[config.mk]
export PLATFORM = sky130hd
export DESIGN_NAME = handshake_rx_endpoint
export DESIGN_NICKNAME = d
export VERILOG_FILES = /design/src/rtl/handshake_rx_endpoint.sv
export SDC_FILE = /design/constraint.sdc
export NUM_CORES = 1
export LEC_CHECK = 0
export CORE_AREA = 2 2 92 160
export DETAILED_ROUTE_END_ITERATION = 16
export DIE_AREA = 0 0 94 162
export HOLD_SLACK_MARGIN = 0.02
export PLACE_DENSITY_LB_ADDON = 0.15
export RECOVER_POWER = 50
export SLEW_MARGIN = 40
export SYNTH_ARGS = -nofsm -noshare
export SYNTH_HDL_FRONTEND = slang
export SYNTH_SLANG_ARGS = --single-unit
[constraint.sdc]
create_clock -name clock -period 2.5 [get_ports clock]
set_input_delay 0.375 -clock clock [delete_from_list [all_inputs] [get_ports clock]]
set_output_delay 0.375 -clock clock [all_outputs]
set_load 0.02 [all_outputs]
[src/rtl/handshake_rx_endpoint.sv]
// Receive end of the four-phase req/ack CDC handshake: synchronises the remote
// request, captures the data word into a FWFT FIFO and returns an acknowledge.
module handshake_rx_endpoint #(
    parameter int unsigned DATA_WIDTH  = 32,
    parameter int unsigned FIFO_DEPTH  = 4,   // power of two, >= 2
    parameter int unsigned SYNC_STAGES = 2    // >= 2
) (
    input  logic                               clock,
    input  logic                               reset,
    input  logic                               reqin,
    input  logic [DATA_WIDTH-1:0]              datain,
    output logic                               ackout,
    output logic [DATA_WIDTH-1:0]              dataout,
    output logic                               outvalid,
    input  logic                               outready,
    output logic [$clog2(FIFO_DEPTH+1)-1:0]    fifo_count
);

    localparam int unsigned CNT_W = $clog2(FIFO_DEPTH + 1);
    localparam int unsigned PTR_W = $clog2(FIFO_DEPTH);
    localparam logic [CNT_W-1:0] FULL_CNT = CNT_W'(FIFO_DEPTH);
    localparam logic [CNT_W-1:0] ONE_CNT  = CNT_W'(1);
    localparam logic [PTR_W-1:0] ONE_PTR  = PTR_W'(1);

    typedef enum logic [1:0] {
        RIDLE = 2'b00,
        RACK  = 2'b01
    } state_e;

    state_e state_q, state_d;
    logic   ackout_q;

    logic [SYNC_STAGES-1:0] sync_q;
    logic                   req_sync;

    logic [DATA_WIDTH-1:0] mem [FIFO_DEPTH];
    logic [PTR_W-1:0]      wr_ptr_q, wr_ptr_d;
    logic [PTR_W-1:0]      rd_ptr_q, rd_ptr_d;
    logic [CNT_W-1:0]      count_q, count_d;
    logic [DATA_WIDTH-1:0] head_q, head_d;

    logic push;
    logic pop;
    logic full;

    // reqin goes straight into the first flop; nothing else samples it
    always_ff @(posedge clock or posedge reset) begin
        if (reset) begin
            sync_q <= '0;
        end else begin
            sync_q <= {sync_q[SYNC_STAGES-2:0], reqin};
        end
    end

    assign req_sync = sync_q[SYNC_STAGES-1];

    // Full uses the registered count, so a same-cycle pop never frees a slot early
    assign full = (count_q == FULL_CNT);
    assign pop  = (count_q != '0) && outready;

    always_comb begin
        state_d = state_q;
        push    = 1'b0;
        case (state_q)
            RIDLE: begin
                if (req_sync && !full) begin
                    push    = 1'b1;
                    state_d = RACK;
                end
            end
            RACK: begin
                if (!req_sync) begin
                    state_d = RIDLE;
                end
            end
            default: begin
                state_d = RIDLE;
            end
        endcase
    end

    always_ff @(posedge clock or posedge reset) begin
        if (reset) begin
            state_q  <= RIDLE;
            ackout_q <= 1'b0;
        end else begin
            state_q  <= state_d;
            ackout_q <= (state_d == RACK);
        end
    end

    assign ackout = ackout_q;

    always_comb begin
        wr_ptr_d = wr_ptr_q;
        rd_ptr_d = rd_ptr_q;
        count_d  = count_q;
        if (push) begin
            wr_ptr_d = wr_ptr_q + ONE_PTR;
        end
        if (pop) begin
            rd_ptr_d = rd_ptr_q + ONE_PTR;
        end
        case ({push, pop})
            2'b10:   count_d = count_q + ONE_CNT;
            2'b01:   count_d = count_q - ONE_CNT;
            default: count_d = count_q;
        endcase
    end

    // Registered head word: loads from datain when the incoming word becomes the
    // head, otherwise from the entry behind the one being popped.
    always_comb begin
        head_d = head_q;
        if (push && ((count_q == '0) || (pop && (count_q == ONE_CNT)))) begin
            head_d = datain;
        end else if (pop && (count_q > ONE_CNT)) begin
            head_d = mem[rd_ptr_q + ONE_PTR];
        end
    end

    always_ff @(posedge clock or posedge reset) begin
        if (reset) begin
            wr_ptr_q <= '0;
            rd_ptr_q <= '0;
            count_q  <= '0;
            head_q   <= '0;
        end else begin
            wr_ptr_q <= wr_ptr_d;
            rd_ptr_q <= rd_ptr_d;
            count_q  <= count_d;
            head_q   <= head_d;
        end
    end

    always_ff @(posedge clock) begin
        if (push) begin
            mem[wr_ptr_q] <= datain;
        end
    end

    assign dataout    = head_q;
    assign outvalid   = (count_q != '0);
    assign fifo_count = count_q;

endmodule

==> flow_summary.yaml <==
status:
  status: "completed"
floorplan:
  start_util_pct: 49.8
  io_pins: 73
  core_sq_mm: 0.0139
  fp.dieW_um: 94
  row_count: 57
  dieArea_sq_mm: 0.0152
  dieHeight_um: 162
power_and_ir_drop:
  p_leak_nw: 2.96
  peakVddDrop_mv: 0.865
  p_per_area_mw_per_mm2: 1170
synth:
  synth.yosys.warnings: 0
  synth_area_per_cell_sq_um: 16.7
  syn_inst: 414
  ys_types: 29
  synth_largest_area_cell: "edfxtp_1"
  yosysTopAreaCellShare_pct: 55.5
  async_flop_share_pct: 25.6
  syn-num-nets: 459
  ys_ff_latch: 172
  yosys-top-cells-area: "edfxtp_1 (55%), dfrtp_1 (16%), mux4_2 (10%)"
  ys_seq_area_share_pct: 71.3
  syn_area_sq_mm: 0.00693
  synth_enable_flop_cells: 128
  synth_ff_type: "edfxtp_1"
global_routing:
  met2_usage_pct: 38.7
  grt_pass1_wl_um: 24700
  first_global_vias: 4453
  grt_busiest_layer: "met2"
  grtUsageMet3_pct: 4.22
  overflow: 0
  grtUsageTotal_pct: 22.2
  grt_max_degree: 34
  grtUsageMet1_pct: 27.0
  antenna_found_initial: 0
placement:
  port_buffers: 72
  routabilityCongestion: 0.773
  dpl.hpwl_um: 9940
detailed_routing:
  routed_via_density: 6.06
  postRouteWirelength_um: 15800
  ant_nets: 0
  wl_per_cell_um: 23.0
  drtIter0Drc: 375
  num_vias: 4142
  drc: 0
  first_pass_iters: 5
setup_path:
  cp-end-kind: "output pin"
  r2r_end: "mem[0][7]"
  reg2regPathDepth: 6
  required_ns: 2.12
  rrSetupSlack_ns: 0.30
  worst_setup_path_start_kind: "flop"
  path_class: "reg -> out"
  worstPathMaxFanout: 6
  r2r_start: "fifo_count[1]"
  cp.arrival_ns: 1.86
hold_path:
  min_path_type: "reg -> reg"
  min_delay_path_depth: 0
  hp-start: "sync_q[0]"
  holdPathEnd: "sync_q[1]"
timing:
  setup_viol: 0
  slew_violations: 0
  tns_ns: 0
  hold_viol: 0
  fin_crit_sh_pct: 89.3
  rsz0062_at_grt: "false"
  clock.fmax_ghz: 0.448
  relSlewSlack_pct: 37.5
  tightest_slew_ns: 0.936
  min_period_ns: 2.23
  final.setup_skew_ns: 0.00929
finish:
  syn2layout_area_growth_pct: 23.6
  fin_util_pct: 61.6
  drive_gt1_share_pct: 18.7
  nets: 539
  diodes: 0
clock_tree:
  root_buffer: "clkbuf_16"
  htreeDepth: 4
  clkLatencyLatePin_ns: 0.42
  hold_buffers: 0
  cts.sinks: 172
  clock_path_buffers: 2
  cts_tree: "done"
  cts_setup_buffers: 0
  numCtsBuffers: 17
  post_cts_resized: 1
  path_clk_slew_ns: 0.06
flow_run:
  maxCapViolations: 0
[layer usage]
metal | wire length (um) | vias up
met5 | 0 | -
met4 | 341 | 0
met3 | 862 | 27
met2 | 8620 | 167
met1 | 5930 | 2127
li1 | - | 1821
[kinds of logic (layout without fill, tap and decap cells)]
| logic type | Yosys count | after routing | synth area share (%) |
|---|---|---|---|
| compound gates | 69 | 69 | 6.79 |
| xor+xnor | 6 | 6 | 0.758 |
| fa+ha+maj | 9 | 9 | 1.62 |
| buf+inv | 44 | 137 | 2.80 |
| flops | 172 | 172 | 71.3 |
| mux | 34 | 34 | 10.7 |
| other cells | 1 | 1 | 0.0541 |
| simple gates | 79 | 79 | 5.92 |
[worst max-delay path, cell delays in order, from the launching register on]
cell and delay [ns]:
dfrtp_1 0.44, inv_1 0.11, ha_1 0.22, buf_4 0.17, nand2b_1 0.13, dlygate4sd2_1 0.37
[sequential cells by signal, summed over array words and instances (netlist names)]
register and count:
ackout 1, fifo_count 3, state_q 2, rd_ptr_q 2
dataout 32, wr_ptr_q 2, mem 128, sync_q 2
[per-stage QoR]
| step | setup slack [ns] | instance area (sq um) | hold WS, ns | power [mW] | cells |
|---|---|---|---|---|---|
| 3_5_place_dp | 0.300 | 8000 | 0.361 | 7.61 | 652 |
| 6_report | 0.268 | 8570 | 0.365 | 10.1 | 684 |
| 5_1_grt | 0.168 | 8570 | 0.379 | 10.6 | 684 |
| 2_1_floorplan | 0.153 | 6940 | 0.331 | 6.12 | 414 |
| 3_3_place_gp | 0.425 | 8000 | 0.337 | 7.51 | 652 |
| 4_1_cts | 0.228 | 8580 | 0.348 | 10.2 | 684 |
[how the worst max path moves through the flow]
stage                       start   endpoint  slack (ns)  cells after the start
CTS                 fifo_count[1]   outvalid        0.23                      5
global placement    fifo_count[1]  mem[0][0]        0.42                      6
detailed placement  fifo_count[1]  mem[2][0]        0.30                      6
global route        fifo_count[1]   outvalid        0.17                      5
floorplan           fifo_count[0]  mem[0][0]        0.15                      4
finish              fifo_count[1]   outvalid        0.27                      5
[layout by cell type, fill, tap and decap left out, types with 2 or more instances in the layout]
cell type,n
edfxtp_1,128
dlygate4sd3_1,45
dfrtp_1,43
a31oi_1,34
nand3_1,33
mux4_2,32
o211ai_1,32
nor3_1,32
clkdlybuf4s50_1,26
buf_4,20
clkbuf_16,17
ha_1,9
inv_1,7
buf_12,5
xnor2_1,4
and2_2,4
inv_6,4
clkinv_4,3
clkinvlp_4,3
nand2_1,2
nand2b_1,2
xor2_1,2
clkbuf_1,2
bufinv_16,2
[where the power goes]
group	switching (mW)	internal, mW	total (mW)
registers	0.288	3.61	3.89
clock network	1.10	1.50	2.59
logic	1.95	1.62	3.58
total	3.34	6.72	10.1
[cell usage after synthesis (all sizes together), types with 4 or more instances]
master,number
mux4,32
buf,9
nor3,32
inv,7
ha,9
dfrtp,44
o211ai,32
and2,5
a31oi,34
edfxtp,128
clkbuf,28
nand3,33
xnor2,4
[cell type report]
cell class / instances / area (sq um)
multi-input combinational: 198 / 1810
tap: 177 / 221
fill: 1023 / 5340
timing repair buffer: 98 / 975
sequential: 172 / 4950
inverter: 7 / 26.3
clock inverter: 13 / 155
clock buffer: 19 / 433
Power figures use the tool's default switching activity.
